## src/rtl/imem_pkg.sv

```systemverilog
// Shared types and widths for the instruction fetch path.
package imem_pkg;

  localparam int unsigned PC_W       = 64;
  localparam int unsigned INSTR_W    = 32;
  localparam int unsigned WORD_BYTES = 4;
  localparam int unsigned ENTRY_W    = PC_W + INSTR_W;

  typedef enum logic [1:0] {
    WAIT,
    FULL,
    HALTED,
    FAULT
  } fetch_state_t;

  typedef struct packed {
    logic [PC_W-1:0]    pc;
    logic [INSTR_W-1:0] instr;
  } fetch_entry_t;

endpackage

```

## src/rtl/fetch_buffer.sv

```systemverilog
// Two-entry FIFO of fetched {pc, instr} words; flush beats push/pop,
// and a push into a full buffer is accepted when a pop happens in the same cycle.
module fetch_buffer
  import imem_pkg::*;
(
  input  logic               clk,
  input  logic               rst,
  input  logic               push,
  input  logic [ENTRY_W-1:0] push_data,
  input  logic               pop,
  input  logic               flush,
  output logic [ENTRY_W-1:0] head,
  output logic               full,
  output logic               empty
);

  logic [ENTRY_W-1:0] slot_q [2];
  logic [ENTRY_W-1:0] slot_d [2];
  logic               rd_ptr_q, rd_ptr_d;
  logic               wr_ptr_q, wr_ptr_d;
  logic [1:0]         count_q, count_d;
  logic               do_push, do_pop;

  assign full    = (count_q == 2'd2);
  assign empty   = (count_q == 2'd0);
  assign do_pop  = pop && !empty;
  assign do_push = push && (!full || do_pop);
  assign head    = slot_q[rd_ptr_q];

  always_comb begin
    slot_d   = slot_q;
    rd_ptr_d = rd_ptr_q;
    wr_ptr_d = wr_ptr_q;
    count_d  = count_q;
    if (flush) begin
      rd_ptr_d = 1'b0;
      wr_ptr_d = 1'b0;
      count_d  = 2'd0;
    end else begin
      if (do_push) begin
        slot_d[wr_ptr_q] = push_data;
        wr_ptr_d         = ~wr_ptr_q;
      end
      if (do_pop) begin
        rd_ptr_d = ~rd_ptr_q;
      end
      count_d = count_q + {1'b0, do_push} - {1'b0, do_pop};
    end
  end

  always_ff @(posedge clk) begin
    if (rst) begin
      slot_q   <= '{default: '0};
      rd_ptr_q <= 1'b0;
      wr_ptr_q <= 1'b0;
      count_q  <= 2'd0;
    end else begin
      slot_q   <= slot_d;
      rd_ptr_q <= rd_ptr_d;
      wr_ptr_q <= wr_ptr_d;
      count_q  <= count_d;
    end
  end

endmodule

```

## src/rtl/imem_fetch_sequencer.sv

```systemverilog
// Instruction fetch sequencer: holds the PC, waits out memory latency, buffers words for decode.
// Optional IMEM_BOUNDS_CHECK_EN: stop fetching and raise sticky Fault at PC >= MEM_LIMIT.
module imem_fetch_sequencer
  import imem_pkg::*;
#(
  parameter logic [PC_W-1:0] RESET_PC    = 64'h0,
  parameter int unsigned     WAIT_CYCLES = 2,
  parameter logic [PC_W-1:0] MEM_LIMIT   = 64'h58
) (
  input  logic               CLK,
  input  logic               Reset,
  output logic [PC_W-1:0]    ImemAddress,
  input  logic [INSTR_W-1:0] ImemData,
  output logic [INSTR_W-1:0] InstrOut,
  output logic [PC_W-1:0]    PCOut,
  output logic               InstrValid,
  input  logic               InstrReady,
  input  logic               Redirect,
  input  logic [PC_W-1:0]    RedirectPC,
  input  logic               Halt,
  output logic               Fault
);

  localparam int unsigned     CNT_W    = (WAIT_CYCLES > 1) ? $clog2(WAIT_CYCLES) : 1;
  localparam logic [CNT_W-1:0] CNT_LAST = CNT_W'(WAIT_CYCLES - 1);

  fetch_state_t     state_q, state_d;
  logic [PC_W-1:0]  pc_q, pc_d;
  logic [CNT_W-1:0] cnt_q, cnt_d;
  logic             fault_q, fault_d;

  logic             push, pop, flush;
  logic             buf_full, buf_empty;
  logic             capture_ok, at_cap, out_of_range;
  logic [PC_W-1:0]  redirect_pc;
  fetch_entry_t     push_entry, head_entry;
  logic [ENTRY_W-1:0] head_bits;

`ifdef IMEM_BOUNDS_CHECK_EN
  assign out_of_range = (pc_q >= MEM_LIMIT);
`else
  logic unused_limit;
  assign unused_limit = ^MEM_LIMIT;
  assign out_of_range = 1'b0;
`endif

  assign pop         = InstrValid && InstrReady;
  assign capture_ok  = !buf_full || pop;
  assign at_cap      = (cnt_q == CNT_LAST);
  assign redirect_pc = RedirectPC & ~PC_W'(WORD_BYTES - 1);
  assign push_entry  = '{pc: pc_q, instr: ImemData};
  assign head_entry  = fetch_entry_t'(head_bits);

  assign ImemAddress = pc_q;
  assign PCOut       = head_entry.pc;
  assign InstrOut    = head_entry.instr;
  assign InstrValid  = !buf_empty;
  assign Fault       = fault_q;

  always_comb begin
    state_d = state_q;
    pc_d    = pc_q;
    cnt_d   = cnt_q;
    fault_d = fault_q;
    push    = 1'b0;
    flush   = 1'b0;
    if (Redirect) begin
      flush   = 1'b1;
      pc_d    = redirect_pc;
      cnt_d   = '0;
      fault_d = 1'b0;
      state_d = Halt ? HALTED : WAIT;
    end else begin
      unique case (state_q)
        // Leaving HALTED counts as the first WAIT cycle, so the capture lands WAIT_CYCLES later.
        WAIT, HALTED: begin
          if (Halt) begin
            state_d = HALTED;
            cnt_d   = '0;
          end else if (at_cap) begin
            cnt_d = '0;
            if (out_of_range) begin
              fault_d = 1'b1;
              state_d = FAULT;
            end else if (capture_ok) begin
              push    = 1'b1;
              pc_d    = pc_q + PC_W'(WORD_BYTES);
              state_d = WAIT;
            end else begin
              cnt_d   = cnt_q;
              state_d = FULL;
            end
          end else begin
            cnt_d   = cnt_q + CNT_W'(1);
            state_d = WAIT;
          end
        end
        FULL: begin
          if (Halt) begin
            state_d = HALTED;
            cnt_d   = '0;
          end else if (capture_ok) begin
            push    = 1'b1;
            pc_d    = pc_q + PC_W'(WORD_BYTES);
            cnt_d   = '0;
            state_d = WAIT;
          end
        end
        FAULT: begin
          state_d = FAULT;
        end
        default: state_d = WAIT;
      endcase
    end
  end

  always_ff @(posedge CLK) begin
    if (Reset) begin
      state_q <= WAIT;
      pc_q    <= RESET_PC;
      cnt_q   <= '0;
      fault_q <= 1'b0;
    end else begin
      state_q <= state_d;
      pc_q    <= pc_d;
      cnt_q   <= cnt_d;
      fault_q <= fault_d;
    end
  end

  fetch_buffer u_buffer (
    .clk       (CLK),
    .rst       (Reset),
    .push      (push),
    .push_data (push_entry),
    .pop       (pop),
    .flush     (flush),
    .head      (head_bits),
    .full      (buf_full),
    .empty     (buf_empty)
  );

endmodule
```

## config.mk

```make
export PLATFORM = sky130hd
export DESIGN_NAME = imem_fetch_sequencer
export DESIGN_NICKNAME = d
export VERILOG_FILES = /design/src/rtl/imem_pkg.sv /design/src/rtl/fetch_buffer.sv /design/src/rtl/imem_fetch_sequencer.sv
export SDC_FILE = /design/constraint.sdc
export NUM_CORES = 1
export LEC_CHECK = 0
export CORE_UTILIZATION = 40
export DETAILED_ROUTE_END_ITERATION = 8
export PLACE_DENSITY_LB_ADDON = 0.05
export SLEW_MARGIN = 30
export SYNTH_ARGS = -nofsm -noshare
export SYNTH_HDL_FRONTEND = slang
export SYNTH_SLANG_ARGS = --single-unit
```

## constraint.sdc

```tcl
create_clock -name CLK -period 2.28 [get_ports CLK]
set_input_delay 0.456 -clock CLK [delete_from_list [all_inputs] [get_ports CLK]]
set_output_delay 0.456 -clock CLK [all_outputs]
set_load 0.1 [all_outputs]
```

==> flow_summary.yaml <==
status:
  outcome: "complete, but fails checks"
  violations: "negative setup slack"
synth:
  syn_avg_cell_area_sq_um: 7.98
  ys_async_sr_fraction_pct: 0
  netlist_area_sq_mm: 0.0117
  yosysWarnings: 0
  synth_cells: 1471
  synth.distinct_cells: 55
  synth_top_area_share_pct: 43.9
  synth_top_area_cell: "dfxtp_1"
  synth-seq-cells: 257
  synth_flop_cell: "dfxtp_1"
  synth_edf_count: 0
  synth_area_leaders: "dfxtp_1, nand2_1, mux2_2"
  ys_seq_area_share_pct: 43.9
pwr:
  p_int_mw: 7.89
  p_per_area_mw_per_mm2: 617
  total_power_mw: 11.0
  combPwrFrac_pct: 14.8
  clock_power_share_pct: 42.4
  leakagePower_nw: 6.32
  seqPwrFrac_pct: 42.8
  p_switching_mw: 3.08
  irDropWorstVdd_v: 0.000523
  swShare_pct: 28.1
run:
  max_cap_violations: 0
worst_hold_path:
  hold_class: "in2reg"
cts:
  cts_inserted_buffers: 29
  hold_buffers: 0
  cts_htree_levels: 1
  root_buffer: "clkbuf_16"
  cts.reportedPaths.clkPinSlew_ns: 0.06
  clk_path_buf_depth: 3
  clock_sinks: 257
  insertion_delay_ns: 0.54
  cts_tree: "built"
placement:
  dpl_cell_area_sq_mm: 0.0163
  dp_slack_ns: -0.618
  placed_cells: 2092
  place_hpwl_um: 25300
  gp_congestion: 0.810
  portBuffers: 255
worst_setup_path:
  cp.arrival_ns: 1.88
  worstSetupEndpointType: "output pin"
  required_ns: 1.82
  criticalPathCategory: "reg2out"
  cp_max_fo: 18
  startpoint_type: "flip-flop"
sta:
  fin_crit_sh_pct: 103
  rsz0062_at_grt: "true"
  skew_ns: 0.00866
  finalHoldViolCount: 0
  fin_setup_tns_ns: -0.431
  setup_viol: 19
  report.final.slew_viol_count: 0
  timing.fmax_mhz: 428
  worst_slack_ns: -0.0577
  post-route-min-period_ns: 2.34
global_routing:
  antenna_found_initial: 3
  grt_pass1_wl_um: 59400
  grt_overflow: 0
  grt_pass1_vias: 10800
  grt_max_degree: 72
  grt.total_usage_pct: 24.3
layout:
  multi_input_area_sq_mm: 0.00649
  drive_gt1_share_pct: 29.2
  regArea_sq_mm: 0.00533
  design_area_sq_mm: 0.0178
  fillers: 2483
  final_nets: 1857
  syn_to_final_growth_pct: 51.7
  instances_no_fill: 2163
die:
  die-area_sq_mm: 0.0300
  fp-row-count: 62
  start_util_pct: 40.8
  fp.dieW_um: 173
  dieHeight_um: 173
  core_area_sq_mm: 0.0288
  io_pins: 263
drt:
  final_antenna_net_count: 0
  wire_per_inst_um: 18.2
  drt_first_pass_iters: 5
  avgViaCountPerCell: 5.40
  drtIter0Drc: 755
  drt_wl_total_um: 39300
  drc: 0
  vias: 11700
-- routing by layer --
metal / global-route usage, % / wire [um]
met1: 34.1 / 17900
met2: 38.9 / 18300
met3: 4.32 / 2450
met4: 5.35 / 687
met5: 0 / 0
-- synthesized netlist by cell type, types with 3 or more instances --
| cell type | instances |
|---|---|
| nand2_1 | 419 |
| dfxtp_1 | 257 |
| a21oi_1 | 198 |
| clkbuf_1 | 103 |
| mux2_2 | 94 |
| nor2_1 | 62 |
| a311oi_1 | 32 |
| nand4_1 | 25 |
| a211oi_1 | 21 |
| xnor2_1 | 21 |
| nand3_1 | 19 |
| nor4_1 | 19 |
| or4_1 | 19 |
| nor3_1 | 17 |
| o31ai_1 | 15 |
| and3_1 | 13 |
| buf_1 | 13 |
| or3_1 | 12 |
| inv_1 | 11 |
| o21ai_0 | 10 |
| or2_2 | 8 |
| and4_1 | 7 |
| buf_4 | 7 |
| nor2b_1 | 7 |
| xor2_1 | 7 |
| o21bai_1 | 6 |
| a2111oi_0 | 5 |
| a31oi_1 | 5 |
| and2_1 | 5 |
| nor3b_1 | 3 |
-- registers in the layout, summed over array words and instances (netlist names) --
register           flops
u_buffer.slot_q      188
ImemAddress           62
state_q                2
u_buffer.count_q       2
at_cap                 1
u_buffer.rd_ptr_q      1
u_buffer.wr_ptr_q      1
-- what timing repair did --
action / in CTS / in global routing
endpoints found under the setup margin: 111 / 115
pin swaps: 9 / 9
gates resized for setup: 14 / 90
buffers inserted: 5 / 3
gates cloned: 3 / 4
-- through the flow --
step	hold slack (ns)	util, %
2_1_floorplan	0.433	-
3_3_place_gp	0.438	56.5
3_5_place_dp	0.443	56.5
4_1_cts	0.347	60.2
5_1_grt	0.360	61.8
6_report	0.351	61.9
-- worst paths after layout --
path	start	endpoint	slack (ns)	depth (start not counted)
setup / recovery	u_buffer.rd_ptr_q	InstrOut[20]	-0.06	3
hold / removal	Reset	ImemAddress[56]	0.35	2
setup reg to reg	ImemAddress[11]	ImemAddress[53]	-0.02	6
hold reg to reg	u_buffer.slot_q[160]	u_buffer.slot_q[160]	0.45	2
-- cells in the final DEF, fill, tap and decap left out, types with 6 or more instances in the layout --
cell	synthesis	routed
a211oi_1	21	21
a21oi_1	198	198
a311oi_1	32	27
and3_1	13	12
buf_12	0	109
buf_4	7	160
clkbuf_1	103	6
clkbuf_16	0	33
clkbuf_8	0	10
clkdlybuf4s50_1	0	97
clkinv_2	0	7
dfxtp_1	257	197
dfxtp_2	0	16
dfxtp_4	0	44
inv_1	11	10
mux2_2	94	20
mux2_4	0	74
nand2_1	419	418
nand3_1	19	17
nand4_1	25	25
nor2_1	62	62
nor2b_1	7	7
nor3_1	17	15
nor4_1	19	17
o21ai_0	10	10
o21bai_1	6	6
o31ai_1	15	15
or2_2	8	8
or3_1	12	10
or4_1	19	14
or4_4	1	8
xnor2_1	21	21
xor2_1	7	7
-- power by group through the flow --
stage	logic, mW	registers [mW]	clock network (mW)
after floorplan	0.482	5.32	0
after global placement	1.60	4.79	0
after detailed placement	1.60	4.79	0
after CTS	1.61	4.69	4.74
after global routing	1.69	4.71	4.93
final	1.63	4.69	4.66
-- layout make-up --
cell class	count	area share, %
repair buffers	373	25.2
diodes	3	0.0422
well taps	384	2.70
clock buffers	45	5.04
multi-input cells	1082	36.4
flip-flops and latches	257	29.9
clock inverters	8	0.373
inverters	11	0.239
-- cells by family (layout without fill, tap and decap cells) --
logic type | after synthesis | after routing | share of synthesized area [%]
XOR/XNOR | 28 | 28 | 2.09
flip-flops | 257 | 257 | 43.9
other | 1 | 8 | 0.0320
adder cells (fa/ha/maj) | 2 | 2 | 0.213
AO/OA/AOI/OAI | 304 | 304 | 15.5
buffers and inverters | 138 | 437 | 4.74
AND/OR/NAND/NOR | 647 | 649 | 24.5
multiplexers | 94 | 94 | 9.02
-- worst max-delay path: stages (launching register included) --
cell and delay [ns]:
dfxtp_4 0.50, clkbuf_16 0.28, mux2_2 0.38, buf_12 0.17
(Power assumes the default switching activity.)
